`config.mk`:
```
export PLATFORM = sky130hd
export DESIGN_NAME = tmr0_wdt_flat
export DESIGN_NICKNAME = d
export VERILOG_FILES = /design/src/rtl/tmr0_wdt_pkg.sv /design/src/rtl/tmr0_wdt_if.sv /design/src/rtl/tmr0_wdt_edge_sync.sv /design/src/rtl/tmr0_wdt.sv /design/src/flat_wrapper.sv
export SDC_FILE = /design/constraint.sdc
export NUM_CORES = 1
export LEC_CHECK = 0
export ABC_AREA = 1
export BUFFER_PORTS_ARGS = -buffer_cell sky130_fd_sc_hd__buf_2
export CORE_MARGIN = 4
export CORE_UTILIZATION = 30
export DETAILED_ROUTE_END_ITERATION = 16
export GPL_TIMING_DRIVEN = 0
export PLACE_DENSITY_LB_ADDON = 0.05
export SYNTH_ARGS = -nofsm -noshare
export SYNTH_HDL_FRONTEND = slang
export SYNTH_SLANG_ARGS = --single-unit
```
`constraint.sdc`:
```
create_clock -name clk -period 3.1 [get_ports clk]
set_input_delay 0.31 -clock clk [delete_from_list [all_inputs] [get_ports clk]]
set_output_delay 0.31 -clock clk [all_outputs]
set_load 0.05 [all_outputs]
```
`src/rtl/tmr0_wdt_pkg.sv`:
```
// Shared OPTION-register layout, reset constants and prescaler mask helper for Timer0/WDT.
// Latency: n/a (constants and a combinational helper only).
// Backpressure: n/a.
package tmr0_wdt_pkg;

    // OPTION register bit positions: {T0CS, T0SE, PSA, PS[2:0]}
    localparam int OPT_T0CS   = 5;
    localparam int OPT_T0SE   = 4;
    localparam int OPT_PSA    = 3;
    localparam int OPT_PS_MSB = 2;
    localparam int OPT_PS_LSB = 0;

    localparam logic [5:0] OPTION_RESET = 6'h3F;

    // Register-file address of TMR0; the execute stage decodes it into tmr0WriteIn.
    localparam logic [4:0] TMR0_ADDR = 5'h01;

    // Mask = ratio - 1. TMR0 assignment divides by 2^(PS+1), WDT assignment by 2^PS.
    function automatic logic [7:0] psMask(input logic psa, input logic [2:0] ps);
        logic [3:0] shamt;
        logic [8:0] full;
        shamt = psa ? {1'b0, ps} : ({1'b0, ps} + 4'd1);
        full  = (9'd1 << shamt) - 9'd1;
        return full[7:0];
    endfunction

endpackage

```
`src/rtl/tmr0_wdt_if.sv`:
```
// Core-side bundle between execute/write-back and the Timer0/WDT block.
// Latency: n/a (wires only).
// Backpressure: none; strobes are single-clk pulses that are always accepted.
interface tmr0_wdt_if #(
    parameter int DATA_WIDTH = 8
);
    logic                  instCycleIn;
    logic                  tmr0WriteIn;
    logic                  optionWriteIn;
    logic                  clrwdtIn;
    logic [DATA_WIDTH-1:0] dataIn;
    logic [DATA_WIDTH-1:0] tmr0Out;
    logic [5:0]            optionOut;
    logic                  wdtTimeoutOut;

    // Core side: drives strobes and write data, reads back timer state.
    modport master (
        output instCycleIn, tmr0WriteIn, optionWriteIn, clrwdtIn, dataIn,
        input  tmr0Out, optionOut, wdtTimeoutOut
    );

    // Timer side.
    modport slave (
        input  instCycleIn, tmr0WriteIn, optionWriteIn, clrwdtIn, dataIn,
        output tmr0Out, optionOut, wdtTimeoutOut
    );
endinterface

```
`src/rtl/tmr0_wdt_edge_sync.sv`:
```
// edge_sync: 2-flop synchroniser plus selectable-polarity edge detector for an async pin.
// Latency: edge pulse asserted 2 clk after the pin edge; one clk wide.
// Backpressure: none; pin pulses narrower than 2 clk may be missed.
module tmr0_wdt_edge_sync (
    input  logic clk,
    input  logic rst_n,
    input  logic asyncIn,
    input  logic fallSel,
    output logic edgePulse
);
    logic sync1;
    logic sync2;
    logic prevLvl;

    // Two synchroniser stages followed by the previous-level register used for edge compare.
    always_ff @(posedge clk or negedge rst_n) begin
        if (!rst_n) begin
            sync1   <= 1'b0;
            sync2   <= 1'b0;
            prevLvl <= 1'b0;
        end else begin
            sync1   <= asyncIn;
            sync2   <= sync1;
            prevLvl <= sync2;
        end
    end

    assign edgePulse = fallSel ? (prevLvl & ~sync2) : (~prevLvl & sync2);

endmodule

```
`src/rtl/tmr0_wdt.sv`:
```
// Timer0 + watchdog: OPTION register, TMR0 counter, shared 8-bit prescaler and WDT.
// Latency: TMR0 write/increment visible 1 clk after the strobe; T0CKI edge -> increment 3 clk.
// Backpressure: none; events during the 2-instruction-cycle post-write inhibit are dropped.
module tmr0_wdt
    import tmr0_wdt_pkg::*;
#(
    parameter int DATA_WIDTH = 8,
    parameter int WDT_BASE   = 256
) (
    input  logic           clk,
    input  logic           rst_n,
    input  logic           t0ckiIn,
    input  logic           wdtEnIn,
    tmr0_wdt_if.slave      bus
);
    localparam int WBW = (WDT_BASE > 2) ? $clog2(WDT_BASE) : 1;
    localparam logic [WBW-1:0] WDT_LAST = WBW'(WDT_BASE - 1);

    logic [5:0]            optReg;
    logic [7:0]            psCnt;
    logic [DATA_WIDTH-1:0] tmr0Q;
    logic [1:0]            inhCnt;
    logic [WBW-1:0]        wdtBase;
    logic                  timeoutQ;

    logic       t0cs;
    logic       t0se;
    logic       psa;
    logic [2:0] ps;
    logic       extEdge;
    logic       rawEvt;
    logic       qualEvt;
    logic       baseTick;
    logic       psEvt;
    logic [7:0] psMaskV;
    logic       psTick;
    logic       finalTick;
    logic       wdtFire;
    logic       psClear;
    logic       tmrInc;

    assign t0cs = optReg[OPT_T0CS];
    assign t0se = optReg[OPT_T0SE];
    assign psa  = optReg[OPT_PSA];
    assign ps   = optReg[OPT_PS_MSB:OPT_PS_LSB];

    tmr0_wdt_edge_sync uEdge (
        .clk       (clk),
        .rst_n     (rst_n),
        .asyncIn   (t0ckiIn),
        .fallSel   (t0se),
        .edgePulse (extEdge)
    );

    // Event path: pick the clock source, then drop events while a TMR0 write inhibit is pending.
    assign rawEvt  = t0cs ? extEdge : bus.instCycleIn;
    assign qualEvt = rawEvt & (inhCnt == 2'd0);

    // WDT base tick is the wrap of the base counter; the counter is idle when the fuse is off.
    assign baseTick = wdtEnIn & bus.instCycleIn & (wdtBase == WDT_LAST);

    // Prescaler input and tap, shared between TMR0 and WDT according to PSA.
    assign psEvt   = psa ? baseTick : qualEvt;
    assign psMaskV = psMask(psa, ps);
    assign psTick  = psEvt & ((psCnt & psMaskV) == psMaskV);

    // A CLRWDT in the same clk as the final tick suppresses the time-out.
    assign finalTick = psa ? psTick : baseTick;
    assign wdtFire   = finalTick & wdtEnIn & ~bus.clrwdtIn;

    // Any prescaler clear wins over a same-clk increment.
    assign psClear = (bus.optionWriteIn & (bus.dataIn[OPT_PSA] != psa))
                   | (bus.tmr0WriteIn & ~psa)
                   | ((bus.clrwdtIn | wdtFire) & psa);

    assign tmrInc = psa ? qualEvt : psTick;

    // OPTION register load.
    always_ff @(posedge clk or negedge rst_n) begin
        if (!rst_n)
            optReg <= OPTION_RESET;
        else if (bus.optionWriteIn)
            optReg <= bus.dataIn[5:0];
    end

    // Post-write inhibit: armed by a TMR0 write, counts down on instruction cycles.
    always_ff @(posedge clk or negedge rst_n) begin
        if (!rst_n)
            inhCnt <= 2'd0;
        else if (bus.tmr0WriteIn)
            inhCnt <= 2'd2;
        else if (bus.instCycleIn && inhCnt != 2'd0)
            inhCnt <= inhCnt - 2'd1;
    end

    // Free-running prescaler; wrap from 0xFF is silent.
    always_ff @(posedge clk or negedge rst_n) begin
        if (!rst_n)
            psCnt <= 8'd0;
        else if (psClear)
            psCnt <= 8'd0;
        else if (psEvt)
            psCnt <= psCnt + 8'd1;
    end

    // TMR0: a write beats a same-clk increment.
    always_ff @(posedge clk or negedge rst_n) begin
        if (!rst_n)
            tmr0Q <= '0;
        else if (bus.tmr0WriteIn)
            tmr0Q <= bus.dataIn;
        else if (tmrInc)
            tmr0Q <= tmr0Q + 1'b1;
    end

    // WDT base counter: held at 0 when disabled, cleared by CLRWDT or a time-out.
    always_ff @(posedge clk or negedge rst_n) begin
        if (!rst_n)
            wdtBase <= '0;
        else if (!wdtEnIn || bus.clrwdtIn || wdtFire)
            wdtBase <= '0;
        else if (bus.instCycleIn)
            wdtBase <= (wdtBase == WDT_LAST) ? '0 : wdtBase + 1'b1;
    end

    // Registered one-clk time-out pulse to the reset logic.
    always_ff @(posedge clk or negedge rst_n) begin
        if (!rst_n)
            timeoutQ <= 1'b0;
        else
            timeoutQ <= wdtFire;
    end

    assign bus.tmr0Out       = tmr0Q;
    assign bus.optionOut     = optReg;
    assign bus.wdtTimeoutOut = timeoutQ;

endmodule

```
`src/flat_wrapper.sv`:
```
// flat-port wrapper written by rule: the top's interface ports become plain ports
module tmr0_wdt_flat import tmr0_wdt_pkg::*;
#(
    parameter int DATA_WIDTH = 8,
    parameter int WDT_BASE   = 256
)
  (clk, rst_n, t0ckiIn, wdtEnIn, bus_instCycleIn, bus_tmr0WriteIn, bus_optionWriteIn, bus_clrwdtIn, bus_dataIn, bus_tmr0Out, bus_optionOut, bus_wdtTimeoutOut);
  tmr0_wdt_if #(.DATA_WIDTH(DATA_WIDTH)) bus_i ();
  input  logic clk;
  input  logic rst_n;
  input  logic t0ckiIn;
  input  logic wdtEnIn;
  input wire logic [$bits(bus_i.instCycleIn)-1:0] bus_instCycleIn;
  input wire logic [$bits(bus_i.tmr0WriteIn)-1:0] bus_tmr0WriteIn;
  input wire logic [$bits(bus_i.optionWriteIn)-1:0] bus_optionWriteIn;
  input wire logic [$bits(bus_i.clrwdtIn)-1:0] bus_clrwdtIn;
  input wire logic [$bits(bus_i.dataIn)-1:0] bus_dataIn;
  output wire logic [$bits(bus_i.tmr0Out)-1:0] bus_tmr0Out;
  output wire logic [$bits(bus_i.optionOut)-1:0] bus_optionOut;
  output wire logic [$bits(bus_i.wdtTimeoutOut)-1:0] bus_wdtTimeoutOut;
  assign bus_i.instCycleIn = bus_instCycleIn;
  assign bus_i.tmr0WriteIn = bus_tmr0WriteIn;
  assign bus_i.optionWriteIn = bus_optionWriteIn;
  assign bus_i.clrwdtIn = bus_clrwdtIn;
  assign bus_i.dataIn = bus_dataIn;
  assign bus_tmr0Out = bus_i.tmr0Out;
  assign bus_optionOut = bus_i.optionOut;
  assign bus_wdtTimeoutOut = bus_i.wdtTimeoutOut;
  tmr0_wdt #(.DATA_WIDTH(DATA_WIDTH), .WDT_BASE(WDT_BASE)) u_core (.clk(clk), .rst_n(rst_n), .t0ckiIn(t0ckiIn), .wdtEnIn(wdtEnIn), .bus(bus_i));
endmodule
```
Word level (Yosys, flattened, before mapping)
Index checks and enable logic that the tools add are counted.
Cells by class
  reduce and logical (&&, ||, !) cells: 10
  equality and inequality tests: 3
  add/subtract/negate cells: 6
  mux-type cells: 15
  bitwise logic cells: 19
  shifts and indexed selects: 1
Operators with widths (number)
  $mux W8: 7
  $add A8 B1 Y8 const B: 3
  $and A1 B1 Y1: 11
  $reduce_bool A2 Y1: 5
  $and A8 B8 Y8: 1
  $eq A8 B8 Y1: 1
  $eq A8 B8 Y1 const B: 1
  $shl A1 B4 Y8 const A: 1
  $sub A8 B1 Y8 const B: 1
  $mux W1: 5
  $add A3 B1 Y4 const B: 1
  $mux W2: 2
  $mux W4: 1
  $not A1 Y1: 4
  $or A1 B1 Y1: 3
  $logic_not A2 Y1: 1
  $logic_or A1 B1 Y1: 2
  $sub A2 B1 Y2 const B: 1
  $logic_and A1 B1 Y1: 1
  $logic_not A1 Y1: 1
  $ne A1 B1 Y1: 1
Storage, ports and cells
  input bits: 16
  bits in registers: 36
  output and inout bits: 15

Depth between registers and ports, before layout
  depth in word-level cells: 14
  depth in mapped cells: 21
  gate-level depth less buffers: 20

By module
Synthesis repeated with hierarchy kept, for this count alone.
Second synthesis, totals
  cell total of the unflattened synthesis: 275
  area, all modules: 2170.8 um^2
Modules (own cells, without submodules)
  tmr0_wdt: times used 1, sequential area each 833.3 um^2, cells each 266, area an instance 2070.7 um^2
  tmr0_wdt_edge_sync: times used 1, sequential area each 75.1 um^2, cells each 9, area an instance 100.1 um^2

Least setup slack after synthesis
OpenSTA, ideal clock, no wires.
  kind: register -> register
  start: register u_core.optReg[0], in the netlist u_core.bus.optionOut[0]
  end: register u_core.psCnt[7]
  cell stages (with the launch flop): 22
  library setup time: 0.066 ns
  required time: 3.034 ns
  arrival time: 2.764 ns
  clock period less this slack: 2.830 ns
  setup slack: 0.270 ns
  path buffers: 1
  cell sequence: dfstp_2 > ha_1 > inv_1 > nand2_2 > nand2_4 > inv_4 > nor2_2 > nand2_1 > ha_1 > or2_2 > nand2_1 > a21oi_1 > nand3_1 > nor2_1 > nand3_1 > nand2_1 > nand2_2 > nand3_2 > nand2_4 > buf_8 > nand3_1 > nand2_1
On the way
  cells in the longest elaborated chain, start to end: 14
  elaborated cells between the ends (all ways): 15
  classes of those cells: add/sub (2); eq/ne (1); shift (1); mux (3); bitwise (7); reduce/logical (1)
RTL lines
  start: declaration: line tmr0_wdt.sv:19  | logic [5:0] optReg;
  start signal: assignment: line tmr0_wdt.sv:83  | optReg <= bus.dataIn[5:0];
  $add A3 B1 Y4: line tmr0_wdt_pkg.sv:22  | shamt = psa ? {1'b0, ps} : ({1'b0, ps} + 4'd1);
  $mux W4 (*): line tmr0_wdt_pkg.sv:22
  $shl A1 B4 Y8 (*): line tmr0_wdt_pkg.sv:23  | full = (9'd1 << shamt) - 9'd1;
  $sub A8 B1 Y8 (*): line tmr0_wdt_pkg.sv:23
  $and A8 B8 Y8: line tmr0_wdt.sv:65  | assign psTick = psEvt & ((psCnt & psMaskV) == psMaskV);
  $eq A8 B8 Y1 (*): line tmr0_wdt.sv:65
  $and A1 B1 Y1 (*): line tmr0_wdt.sv:65
  $mux W1 (*): line tmr0_wdt.sv:68  | assign finalTick = psa ? psTick : baseTick;
  $and A1 B1 Y1 (*) (2 in series): line tmr0_wdt.sv:69  | assign wdtFire = finalTick & wdtEnIn & ~bus.clrwdtIn;
  $or A1 B1 Y1 (*): line tmr0_wdt.sv:74  | | ((bus.clrwdtIn | wdtFire) & psa);
  $and A1 B1 Y1 (*): line tmr0_wdt.sv:74
  $or A1 B1 Y1 (*): line tmr0_wdt.sv:74
  $mux W8 / $reduce_bool A2 Y1 (equally long branches)
  end signal: assignment: line tmr0_wdt.sv:103  | psCnt <= psCnt + 8'd1;
  end: declaration: line tmr0_wdt.sv:20  | logic [7:0] psCnt;
Every way passes the cells marked *; elsewhere a longest branch is shown, timed or not.
A chain may end at the register's enable or synchronous reset.

Worst setup path in the final report
  start: register u_core.optReg[0], in the netlist u_core.bus.optionOut[0]
  end: register u_core.psCnt[5]
Same word-level chain as after synthesis.

==> summary.md <==
| Metric | Value |
|---|---|
| Status | complete, no violations |
| CP delay by family, top | simple AND/OR/NAND/NOR gates |
| Most common cell on crit path | nand3_1 |
| FF+latch area | a little over 900 um2 |
| Minimum clock period | ~2900 ps |
| Post-synthesis xor/xnor area fraction | 0.0533 |
| Commonest non-fill, non-tap cell in the layout | nand2_1 |
| Chip Height | approximately 96 um |
| Crit path kind | reg -> reg |
| Pin count of the biggest net entering global routing | 37 |
| Gp weighted congestion | 0.749 |
| Period utilization | 0.938 |
| Core area | about 7400 um2 |
| Required @ worst endpoint | around 3300 ps |
| Clk_skew | between 6 and 7 ps |
| Initial Util | 0.312 |
| CTS Root Buffer Type | clkbuf_8 |
| Hold Vio Cnt, Final | 0 |
| Max Fclk | 344 MHz |
| Leading area contributor after synthesis | dfrtp_1 |
| Sequential-to-total area share from yosys stat | 0.395 |
| Die Wd | around 96 um |
| Max-Cap Viols | 0 |
| Filler Cell Count | 814 |
| Final net count | between 300 and 400 |
| Slowest stage delay, CP | around 550 ps |
| Bufs and invs on worst path | 3 |
| Worst-path cell chain | ha_1, inv_1, nand2_2, nand2_4, buf_4, nand3_1, ha_1, or2_2, nand2_1, a21oi_1, nand3_1, nor2_1, nand3_1, nand2_1, nand2_2, nand3_2, nand2_4, clkbuf_16, nand3_1, nand2_1 |
| Routed Antenna Nets | 0 |
| Grt total ovfl | 0 |
| Pre-CTS setup slack | around 180 ps |
| DR pass1 iterations | 4 |
| Share of cells above drive strength 1 | 0.215 |
| First-pass GRT wire length | between 9000 and 10,000 um |
| Worst-Skew Late Latency | roughly 280 ps |
| Vias in the first global route | roughly 1,900 |
| Num rows | 31 |
| Synth Area in Compound Gates | 0.0669 |
| Gate count of the mapped netlist | 312 |
| Synthesized area per cell | 7.37 um2 |
| Synth-to-layout area growth | 19.2% |
| Adder-cell share of the synthesized area | 0.0326 |
| Nature of the critical path endpoint | register |
| Synthesized area | 2300 um2 |
| Area share of the largest cell type after synthesis | 0.326 |
| Startpoint Class | register |
| Post-route setup slack | roughly 190 ps |
| Pins over their slew limit | 0 |
| Die footprint | slightly above 9000 um2 |
| IO Pins | 31 |
| H-tree levels | 2 |
| Mux cell area share after synthesis | 0.00435 |
| Global Route Usage Sum | 0.132 |
| Hold crit path type | in -> async |
| Final WL | between 5000 and 6000 um |
| Clock Sinks | 36 |
| Top cells by area, synth | dfrtp_1 (33%), nand2_1 (14%), nand3_1 (8.0%) |
| Via density | 4.39 |
| Cell variety after synth | 31 |
| YS warnings | 0 |
| Area occupied by multi-input gates | between 1000 and 1500 um2 |
| Synth Register Bits | 36 |
| Total number of vias | 2,008 |
| Clock-pin slew on the worst setup and hold paths | 70 ps |
| Net Count, Synth | roughly 330 |
| Power per Cell Area | between 400 and 500 nW/um2 |
| Worst slew margin | 0.443 |
| Leak pwr | between 1 and 1.5 nW |
| DR iter-0 viols | 63 |
| Maximum VDD drop | 0.220 mV |
| Slew of the pin with the lowest slew margin | approximately 840 ps |
| ANT cells | 0 |
| PortBufs | 28 |
| DP HPWL | 4240 um |
| Worst Path Max Fanout | 8 |
| DRC viols | 0 |
| CTS tree | built |
| Antenna violations before repair | 0 |
| CTS buffer count | 5 |
| WHS | 122 ps |
| Commonest non-fill, non-tap cells in the layout | nand2_1 (86), inv_1 (44), nand3_1 (37), dfrtp_1 (30), buf_2 (29) |
| Avg WL per Cell | 12.3 um |
| Simple-Gate Fraction of Synth Area | 0.351 |
| CTS max path bufs | 2 |
| Largest family of logic cells by synthesized area | simple AND/OR/NAND/NOR gates |
| CP max-delay cell | dfstp_2 |
| CP Data Arrival Time | approximately 3100 ps |
| # setup viols final | 0 |
-- worst reg2reg max path, cell delays in order, from the launching register on --
cell	delay, ps
dfstp_2	550
ha_1	230
inv_1	60
nand2_2	60
nand2_4	100
buf_4	120
nand3_1	80
ha_1	300
or2_2	270
nand2_1	60
a21oi_1	40
nand3_1	80
nor2_1	50
nand3_1	130
nand2_1	90
nand2_2	110
nand3_2	100
nand2_4	150
clkbuf_16	160
nand3_1	60
nand2_1	60
-- cells in the mapped netlist --
library cell and instances:
a21oi_1 9, nand3b_1 1, o21ai_0 17, o21a_1 1, dfrtp_1 30, nor2_2 3, xor2_1 14, o21ai_1 1
nand2_4 4, inv_1 44, nand2_2 5, mux2i_1 1, ha_1 6, nand3_1 37, buf_4 1, clkbuf_1 4
dfstp_2 6, nor4_1 2, nor3b_1 1, o21bai_2 1, nor3_1 6, nand4_1 2, nand3_2 4, or2_2 3
buf_2 1, nor2_4 1, buf_8 1, inv_4 2, inv_2 1, nand2_1 86, nor2_1 17
-- power by group --
group	total, mW	internal (mW)	switching [mW]	leakage (nW)
Clock	0.329	0.158	0.171	0.0422
Combinational	0.375	0.125	0.250	0.929
Sequential	0.535	0.505	0.0297	0.458
-- kinds of logic (layout without fill, tap and decap cells) --
kind of cell / count (synthesis) / count (layout)
adders and majority gates: 6 / 6
and+or+nand+nor: 172 / 172
DFF: 36 / 36
AOI/OAI and AO/OA: 29 / 29
buffers and inverters: 54 / 100
xor gates and xnor gates: 14 / 14
muxes: 1 / 1
-- layer usage --
metal  GRT usage  share of wire  vias to the layer above
li1            -              -                     1069
met1       0.184           0.53                      900
met2       0.209           0.43                       34
met3      0.0292          0.035                        5
met4      0.0320         0.0082                        0
met5           0              0                        -
-- worst paths after layout --
path / depth (start not counted) / slack [ps] / startpoint / end
max in group asynchronous: 1 / 2440 / rst_n / u_core.psCnt[7]$_DFFE_PN0P_
worst min-delay path: 1 / 120 / rst_n / u_core.wdtBase[3]$_DFFE_PN0P_
min in group clk: 1 / 140 / t0ckiIn / u_core.uEdge.sync1$_DFF_PN0_
worst min register to register: 0 / 370 / u_core.uEdge.sync1$_DFF_PN0_ / u_core.uEdge.sync2$_DFF_PN0_
worst max register to register: 20 / 190 / u_core.bus.optionOut[0]$_DFFE_PN1P_ / u_core.psCnt[5]$_DFFE_PN0P_
worst max-delay path: 20 / 190 / u_core.bus.optionOut[0]$_DFFE_PN1P_ / u_core.psCnt[5]$_DFFE_PN0P_
-- area by class of cell --
type	instances	area share
plain buffers	7	0.0155
clock buffers	7	0.0278
clock inverters	1	0.00182
inverters	47	0.0661
multi-input cells	222	0.428
flip-flops and latches	36	0.331
well taps	99	0.0451
repair buffers	38	0.0848
-- registers in the layout, summed over array words and instances (netlist names) --
| register | count |
|---|---|
| u_core.bus.tmr0Out | 8 |
| u_core.bus.wdtTimeoutOut | 1 |
| u_core.uEdge.sync1 | 1 |
| u_core.wdtBase | 8 |
| u_core.uEdge.prevLvl | 1 |
| u_core.inhCnt | 2 |
| u_core.psCnt | 8 |
| u_core.uEdge.sync2 | 1 |
| u_core.bus.optionOut | 6 |
-- repair_timing --
item | in CTS | in global routing
hold buffers | 0 | 0
buffers inserted | 0 | 9
hold endpoints to repair | 0 | 0
resized for setup | 0 | 1
setup endpoints to repair | 0 | 10
-- per-stage QoR --
step / util / area (um2) / total power [mW] / setup TNS (ps) / cells
3_5_place_dp: 0.348 / 2560 / 0.893 / 0 / 439
4_1_cts: 0.359 / 2650 / 1.23 / 0 / 447
2_1_floorplan: - / 2300 / 0.802 / 0 / 312
3_3_place_gp: 0.348 / 2560 / 0.892 / 0 / 439
6_report: 0.372 / 2740 / 1.24 / 0 / 457
5_1_grt: 0.372 / 2740 / 1.33 / -16.0 / 457
No activity file was read; power rests on OpenSTA's default activity.
